[src/rtl/stride_prefetcher_pkg.sv]
// Shared types and constants for the PC-indexed stride prefetcher.
// Line size, stride/confidence widths and the pipeline-facing structs live here.
package stride_prefetcher_pkg;

  localparam int CLSIZE_E    = 6;
  localparam int LINE_W      = 32 - CLSIZE_E;
  localparam int STRIDE_W    = 8;
  localparam int CONF_W      = 2;
  localparam int CONF_THRESH = 2;
  localparam int TAG_W       = 14;

  typedef struct packed {
    logic        valid;
    logic [31:0] pc;
    logic [31:0] addr;
  } MemAccess;

  typedef struct packed {
    logic        valid;
    logic [31:0] addr;
  } Prefetch;

  typedef struct packed {
    logic        valid;
    logic [31:0] addr;
  } Prefetch_ACK;

  // Tag is pc[15:2] shifted down by the index width, so upper tag bits are zero.
  typedef struct packed {
    logic                valid;
    logic [TAG_W-1:0]    tag;
    logic [LINE_W-1:0]   lastLine;
    logic [STRIDE_W-1:0] stride;
    logic [CONF_W-1:0]   conf;
  } StrideEntry;

  function automatic logic [LINE_W-1:0] sext_stride(input logic [STRIDE_W-1:0] s);
    return {{(LINE_W - STRIDE_W){s[STRIDE_W-1]}}, s};
  endfunction

endpackage

[src/rtl/prefetch_fifo.sv]
// Circular-buffer FIFO with valid/ready on both sides and a clear input.
// Accepts a push while full when the head is popped in the same cycle.
module prefetch_fifo #(
  parameter int WIDTH = 32,
  parameter int DEPTH = 2,
  localparam int PW = (DEPTH > 1) ? $clog2(DEPTH) : 1,
  localparam int CW = $clog2(DEPTH + 1)
) (
  input  logic             clk,
  input  logic             rst,
  input  logic             clr_i,
  input  logic             in_vld_i,
  input  logic [WIDTH-1:0] in_dat_i,
  output logic             in_rdy_o,
  output logic             out_vld_o,
  output logic [WIDTH-1:0] out_dat_o,
  input  logic             out_rdy_i,
  output logic             full_o,
  output logic             empty_o,
  output logic [CW-1:0]    count_o,
  output logic [WIDTH-1:0] tail_o
);

  logic [WIDTH-1:0] mem_q [DEPTH];
  logic [PW-1:0]    wr_ptr_q, wr_ptr_d, rd_ptr_q, rd_ptr_d, tail_ptr;
  logic [CW-1:0]    cnt_q, cnt_d;
  logic             do_push, do_pop;

  function automatic logic [PW-1:0] nxt(input logic [PW-1:0] p);
    return (p == PW'(DEPTH - 1)) ? '0 : p + PW'(1);
  endfunction

  assign full_o    = (cnt_q == CW'(DEPTH));
  assign empty_o   = (cnt_q == '0);
  assign out_vld_o = !empty_o;
  assign in_rdy_o  = !full_o || out_rdy_i;
  assign do_push   = in_vld_i && in_rdy_o;
  assign do_pop    = out_vld_o && out_rdy_i;
  assign tail_ptr  = (wr_ptr_q == '0) ? PW'(DEPTH - 1) : wr_ptr_q - PW'(1);
  assign out_dat_o = mem_q[rd_ptr_q];
  assign tail_o    = mem_q[tail_ptr];
  assign count_o   = cnt_q;

  always_comb begin
    wr_ptr_d = wr_ptr_q;
    rd_ptr_d = rd_ptr_q;
    cnt_d    = cnt_q;
    if (do_push) wr_ptr_d = nxt(wr_ptr_q);
    if (do_pop)  rd_ptr_d = nxt(rd_ptr_q);
    if (do_push && !do_pop)      cnt_d = cnt_q + CW'(1);
    else if (!do_push && do_pop) cnt_d = cnt_q - CW'(1);
  end

  always_ff @(posedge clk) begin
    if (rst || clr_i) begin
      wr_ptr_q <= '0;
      rd_ptr_q <= '0;
      cnt_q    <= '0;
    end else begin
      wr_ptr_q <= wr_ptr_d;
      rd_ptr_q <= rd_ptr_d;
      cnt_q    <= cnt_d;
    end
  end

  always_ff @(posedge clk) begin
    if (do_push) mem_q[wr_ptr_q] <= in_dat_i;
  end

endmodule

[src/rtl/stride_prefetcher.sv]
// PC-indexed stride prefetcher: access registered at E0, table updated and candidate queued at E1.
// Candidates are dropped (never stalled) on full queue, outstanding budget, or repeat of queue tail.
module stride_prefetcher
  import stride_prefetcher_pkg::*;
#(
  parameter int NUM_ENTRIES     = 8,
  parameter int QUEUE_DEPTH     = 2,
  parameter int MAX_OUTSTANDING = 4
) (
  input  logic        clk,
  input  logic        rst,
  input  MemAccess    IN_access,
  input  logic        IN_flush,
  output Prefetch     OUT_prefetch,
  input  logic        IN_prefetchReady,
  input  Prefetch_ACK IN_prefetchAck
);

  localparam int IDX_W = $clog2(NUM_ENTRIES);
  localparam int OUT_W = $clog2(MAX_OUTSTANDING + 1);
  localparam int CNT_W = $clog2(QUEUE_DEPTH + 1);

  MemAccess          acc_q, acc_d;
  StrideEntry        tbl_q [NUM_ENTRIES];
  StrideEntry        ent, new_ent;
  logic [IDX_W-1:0]  idx;
  logic [TAG_W-1:0]  tag_in;
  logic [LINE_W-1:0] line, delta, cand_line;
  logic [31:0]       cand_addr;
  logic              hit, in_rng, upd_en, issue, budget_ok, dup, enq, deq, ack_ok;
  logic [OUT_W-1:0]  outst_q, outst_d;

  logic              fifo_in_rdy, fifo_out_vld, fifo_full, fifo_empty;
  logic [31:0]       fifo_out_dat, fifo_tail;
  logic [CNT_W-1:0]  fifo_cnt;

  // Access stage; an access arriving with a flush is discarded.
  always_comb begin
    acc_d = IN_access;
    if (IN_flush) acc_d.valid = 1'b0;
  end

  always_ff @(posedge clk) begin
    if (rst) acc_q.valid <= 1'b0;
    else     acc_q <= acc_d;
  end

  assign idx    = acc_q.pc[IDX_W+1:2];
  assign tag_in = acc_q.pc[15:2] >> IDX_W;
  assign line   = acc_q.addr[31:CLSIZE_E];
  assign ent    = tbl_q[idx];
  assign hit    = ent.valid && (ent.tag == tag_in);
  assign delta  = line - ent.lastLine;
  assign in_rng = (delta[LINE_W-1:STRIDE_W-1] == '0) || (delta[LINE_W-1:STRIDE_W-1] == '1);

  always_comb begin
    new_ent          = ent;
    new_ent.valid    = 1'b1;
    new_ent.lastLine = line;
    if (!hit) begin
      new_ent.tag    = tag_in;
      new_ent.stride = '0;
      new_ent.conf   = '0;
    end else if (!in_rng) begin
      new_ent.stride = '0;
      new_ent.conf   = '0;
    end else if (delta == sext_stride(ent.stride)) begin
      if (ent.conf != '1) new_ent.conf = ent.conf + CONF_W'(1);
    end else begin
      new_ent.stride = delta[STRIDE_W-1:0];
      new_ent.conf   = '0;
    end
  end

  // Flops rather than RAM: an access on the next cycle reads the entry already written here.
  assign upd_en = acc_q.valid && !IN_flush;

  always_ff @(posedge clk) begin
    if (rst || IN_flush) begin
      for (int i = 0; i < NUM_ENTRIES; i++) tbl_q[i].valid <= 1'b0;
    end else if (upd_en) begin
      tbl_q[idx] <= new_ent;
    end
  end

  assign issue     = upd_en && (new_ent.conf >= CONF_W'(CONF_THRESH)) && (new_ent.stride != '0);
  assign cand_line = line + sext_stride(new_ent.stride);
  assign cand_addr = {cand_line, {CLSIZE_E{1'b0}}};
  assign budget_ok = (32'(outst_q) + 32'(fifo_cnt)) < 32'(MAX_OUTSTANDING);
  assign dup       = !fifo_empty && (fifo_tail == cand_addr);
  assign enq       = issue && fifo_in_rdy && budget_ok && !dup;
  assign deq       = fifo_out_vld && IN_prefetchReady;

  prefetch_fifo #(
    .WIDTH (32),
    .DEPTH (QUEUE_DEPTH)
  ) u_fifo (
    .clk       (clk),
    .rst       (rst),
    .clr_i     (IN_flush),
    .in_vld_i  (enq),
    .in_dat_i  (cand_addr),
    .in_rdy_o  (fifo_in_rdy),
    .out_vld_o (fifo_out_vld),
    .out_dat_o (fifo_out_dat),
    .out_rdy_i (IN_prefetchReady),
    .full_o    (fifo_full),
    .empty_o   (fifo_empty),
    .count_o   (fifo_cnt),
    .tail_o    (fifo_tail)
  );

  always_comb begin
    OUT_prefetch.valid = fifo_out_vld;
    OUT_prefetch.addr  = fifo_out_dat;
  end

  // Outstanding count survives a flush; acks with nothing outstanding are ignored.
  assign ack_ok = IN_prefetchAck.valid && (outst_q != '0);

  always_comb begin
    outst_d = outst_q;
    if (deq && !ack_ok)      outst_d = outst_q + OUT_W'(1);
    else if (!deq && ack_ok) outst_d = outst_q - OUT_W'(1);
  end

  always_ff @(posedge clk) begin
    if (rst) outst_q <= '0;
    else     outst_q <= outst_d;
  end

  logic unused_bits;
  assign unused_bits = ^{acc_q.pc[31:16], acc_q.pc[1:0], acc_q.addr[CLSIZE_E-1:0],
                         IN_prefetchAck.addr, fifo_full};

endmodule

[config.mk]
export PLATFORM = sky130hd
export DESIGN_NAME = stride_prefetcher
export DESIGN_NICKNAME = d
export VERILOG_FILES = /design/src/rtl/stride_prefetcher_pkg.sv /design/src/rtl/prefetch_fifo.sv /design/src/rtl/stride_prefetcher.sv
export SDC_FILE = /design/constraint.sdc
export NUM_CORES = 1
export LEC_CHECK = 0
export ABC_AREA = 0
export ABC_CLOCK_PERIOD_IN_PS = 16000
export BUFFER_PORTS_ARGS = -buffer_cell sky130_fd_sc_hd__buf_2
export CAP_MARGIN = 20
export CORE_MARGIN = 8
export CORE_UTILIZATION = 40
export DETAILED_ROUTE_END_ITERATION = 7
export HOLD_SLACK_MARGIN = 0.1
export SLEW_MARGIN = 40
export SYNTH_ARGS = -nofsm -noshare
export SYNTH_HDL_FRONTEND = slang
export SYNTH_HIERARCHICAL = 1
export SYNTH_SLANG_ARGS = --single-unit
[constraint.sdc]
create_clock -name clk -period 16 [get_ports clk]
set_clock_uncertainty 0.1 [all_clocks]
set_input_delay 1.6 -clock clk [delete_from_list [all_inputs] [get_ports clk]]
set_output_delay 1.6 -clock clk [all_outputs]
set_load 0.05 [all_outputs]
==> flow_summary.toml <==
[global_routing]
antenna_found_initial = 1
grt_usage_pct = 14.9
grt_first_pass_wirelength_mm = 77.9
grt_pass1_vias = 13304
grt_overflow_total = 0
grt_max_degree = 53

[die]
die_x_um = 259
coreArea_um2 = 58700
die-area_um2 = 67100
ios = 135
num_rows = 89
start_util_pct = 40.2
die_h_um = 259

[clock_tree]
holdBufCountCts = 0
clk_latency_ns = 0.59
cts_max_level = 2
cts_sinks = 524
postCtsSetupBuffers = 0
numCtsBuffers = 53
clk_pin_slew_worst_paths_ns = 0.06
root_buffer = "clkbuf_16"
cts_tree = "built"
cts_resized = 0
cts_buffer_depth = 3

[place]
port_buffers = 78
dpl.hpwl_mm = 30.5
place_congestion = 0.843

[timing]
fmax_ghz = 0.0959
period_share_pct = 65.2
worstMarginPinSlew_ns = 0.775
rsz0062_at_grt = "false"
fin_crit_ns = 10.42
relSlewSlack_pct = 48.0
setup_violations = 0
hold_viol = 0
drv_slew = 0
setup_tns_ns = 0

[detailed_routing]
via_per_inst = 5.41
drt_iter0_markers = 983
ant_nets = 0
route.detailed.drc = 0
firstDrtPassIters = 7
routed_wl_mm = 50.4
wire_per_inst_um = 21.5
num_vias = 12698

[worst_setup_path]
rr_endpoint = "u_fifo/mem_q[0][19]"
r2r_slack_ns = 5.58
required_ns = 16.19
worstSetupEndpointType = "flip-flop"
critPathArrivalTime_ns = 10.62
critical_path.max_stage_delay_ns = 0.59
crit_fanout = 30
ff2ff_path_depth = 31
cp_slowest_cell = "mux4_2"
crit_type = "reg2reg"
startpoint_type = "flip-flop"

[min_path]
hold_class = "reg2reg"
hold_path_depth = 1
hold_end = "tbl_q[5][50]"
worstHoldStart = "tbl_q[5][50]"

[synthesis]
synth.avg_cell_area_um2 = 16.7
syn_inst = 1417
syn_area_um2 = 23600
ys_warn_count = 6

[layout]
finish.net_count = 1689
fin_util_pct = 45.4
fillers = 5049
drive_gt1_share_pct = 23.2
n_antenna_cell = 0
layout_common_cells = "edfxtp_1, mux4_2, buf_2"
mostFrequentLayoutCell = "edfxtp_1"
layout-area-overhead-vs-synth_pct = 12.9

[power]
ir_worst_vdd_mv = 0.0732
leakage_nw = 9.00
powerDensity_nw_per_um2 = 114

[run_status]
status = "completed"

[job]
maxCapViolations = 0
worst max-delay path: cells and delay by family, from the launching register on:
family,cells,cell delay (ns)
XOR/XNOR,2,0.41
adder cells (fa/ha/maj),2,0.79
AND/OR/NAND/NOR,8,2.62
AO/OA/AOI/OAI,14,3.63
multiplexers,2,0.86
flip-flops,1,0.58
buffers and inverters,3,1.08
worst max path at each step:
stage,start,endpoint
2_1_floorplan,flip-flop,u_fifo/count_o[1]
3_3_place_gp,flip-flop,u_fifo/mem_q[0][21]
3_5_place_dp,flip-flop,u_fifo/count_o[1]
4_1_cts,flip-flop,u_fifo/count_o[1]
5_1_grt,flip-flop,u_fifo/mem_q[0][21]
6_report,flip-flop,u_fifo/mem_q[0][19]
metrics by stage:
step	power (mW)	setup WS [ns]	cells	instance area (um^2)	hold slack [ns]
global route	3.15	4.75	2345	26700	0.378
finish	3.04	5.58	2345	26700	0.346
global placement	1.88	5.37	2247	24900	0.326
CTS	3.07	5.33	2344	26600	0.351
floorplan	1.81	6.32	1452	23700	0.318
detailed placement	1.89	5.36	2248	25000	0.337
report_power, final:
group          internal [mW]  switching [mW]  total [mW]
registers               1.52          0.0321        1.55
clock network          0.677           0.504        1.18
logic                  0.132           0.176       0.307
metal layers:
| metal | vias up | GRT usage, % | wire length (um) |
|---|---|---|---|
| met5 | - | 0 | 0 |
| met4 | 0 | 3.95 | 919 |
| met3 | 56 | 2.14 | 1840 |
| met2 | 278 | 24.3 | 24100 |
| met1 | 6502 | 20.9 | 23600 |
| li1 | 5862 | - | - |
sequential cells by signal, summed over array words and instances (netlist names), named ones only:
| signal | count |
|---|---|
| tbl_q | 408 |
| u_fifo/mem_q | 64 |
| acc_q | 41 |
| outst_q | 3 |
| u_fifo/count_o | 2 |
| u_fifo/rd_ptr_q | 1 |
| u_fifo/wr_ptr_q | 1 |
final cells by class:
cell class                 instances  area [um^2]  share of cell area, %
tap                              773          967                   3.63
inverter                          16         60.1                  0.225
sequential                       524        15500                   58.3
clock inverter                    25          201                  0.756
clock buffer                      71         1440                   5.39
multi-input combinational        839         7860                   29.5
timing repair buffer              97          587                   2.20
(Power assumes the default switching activity.)
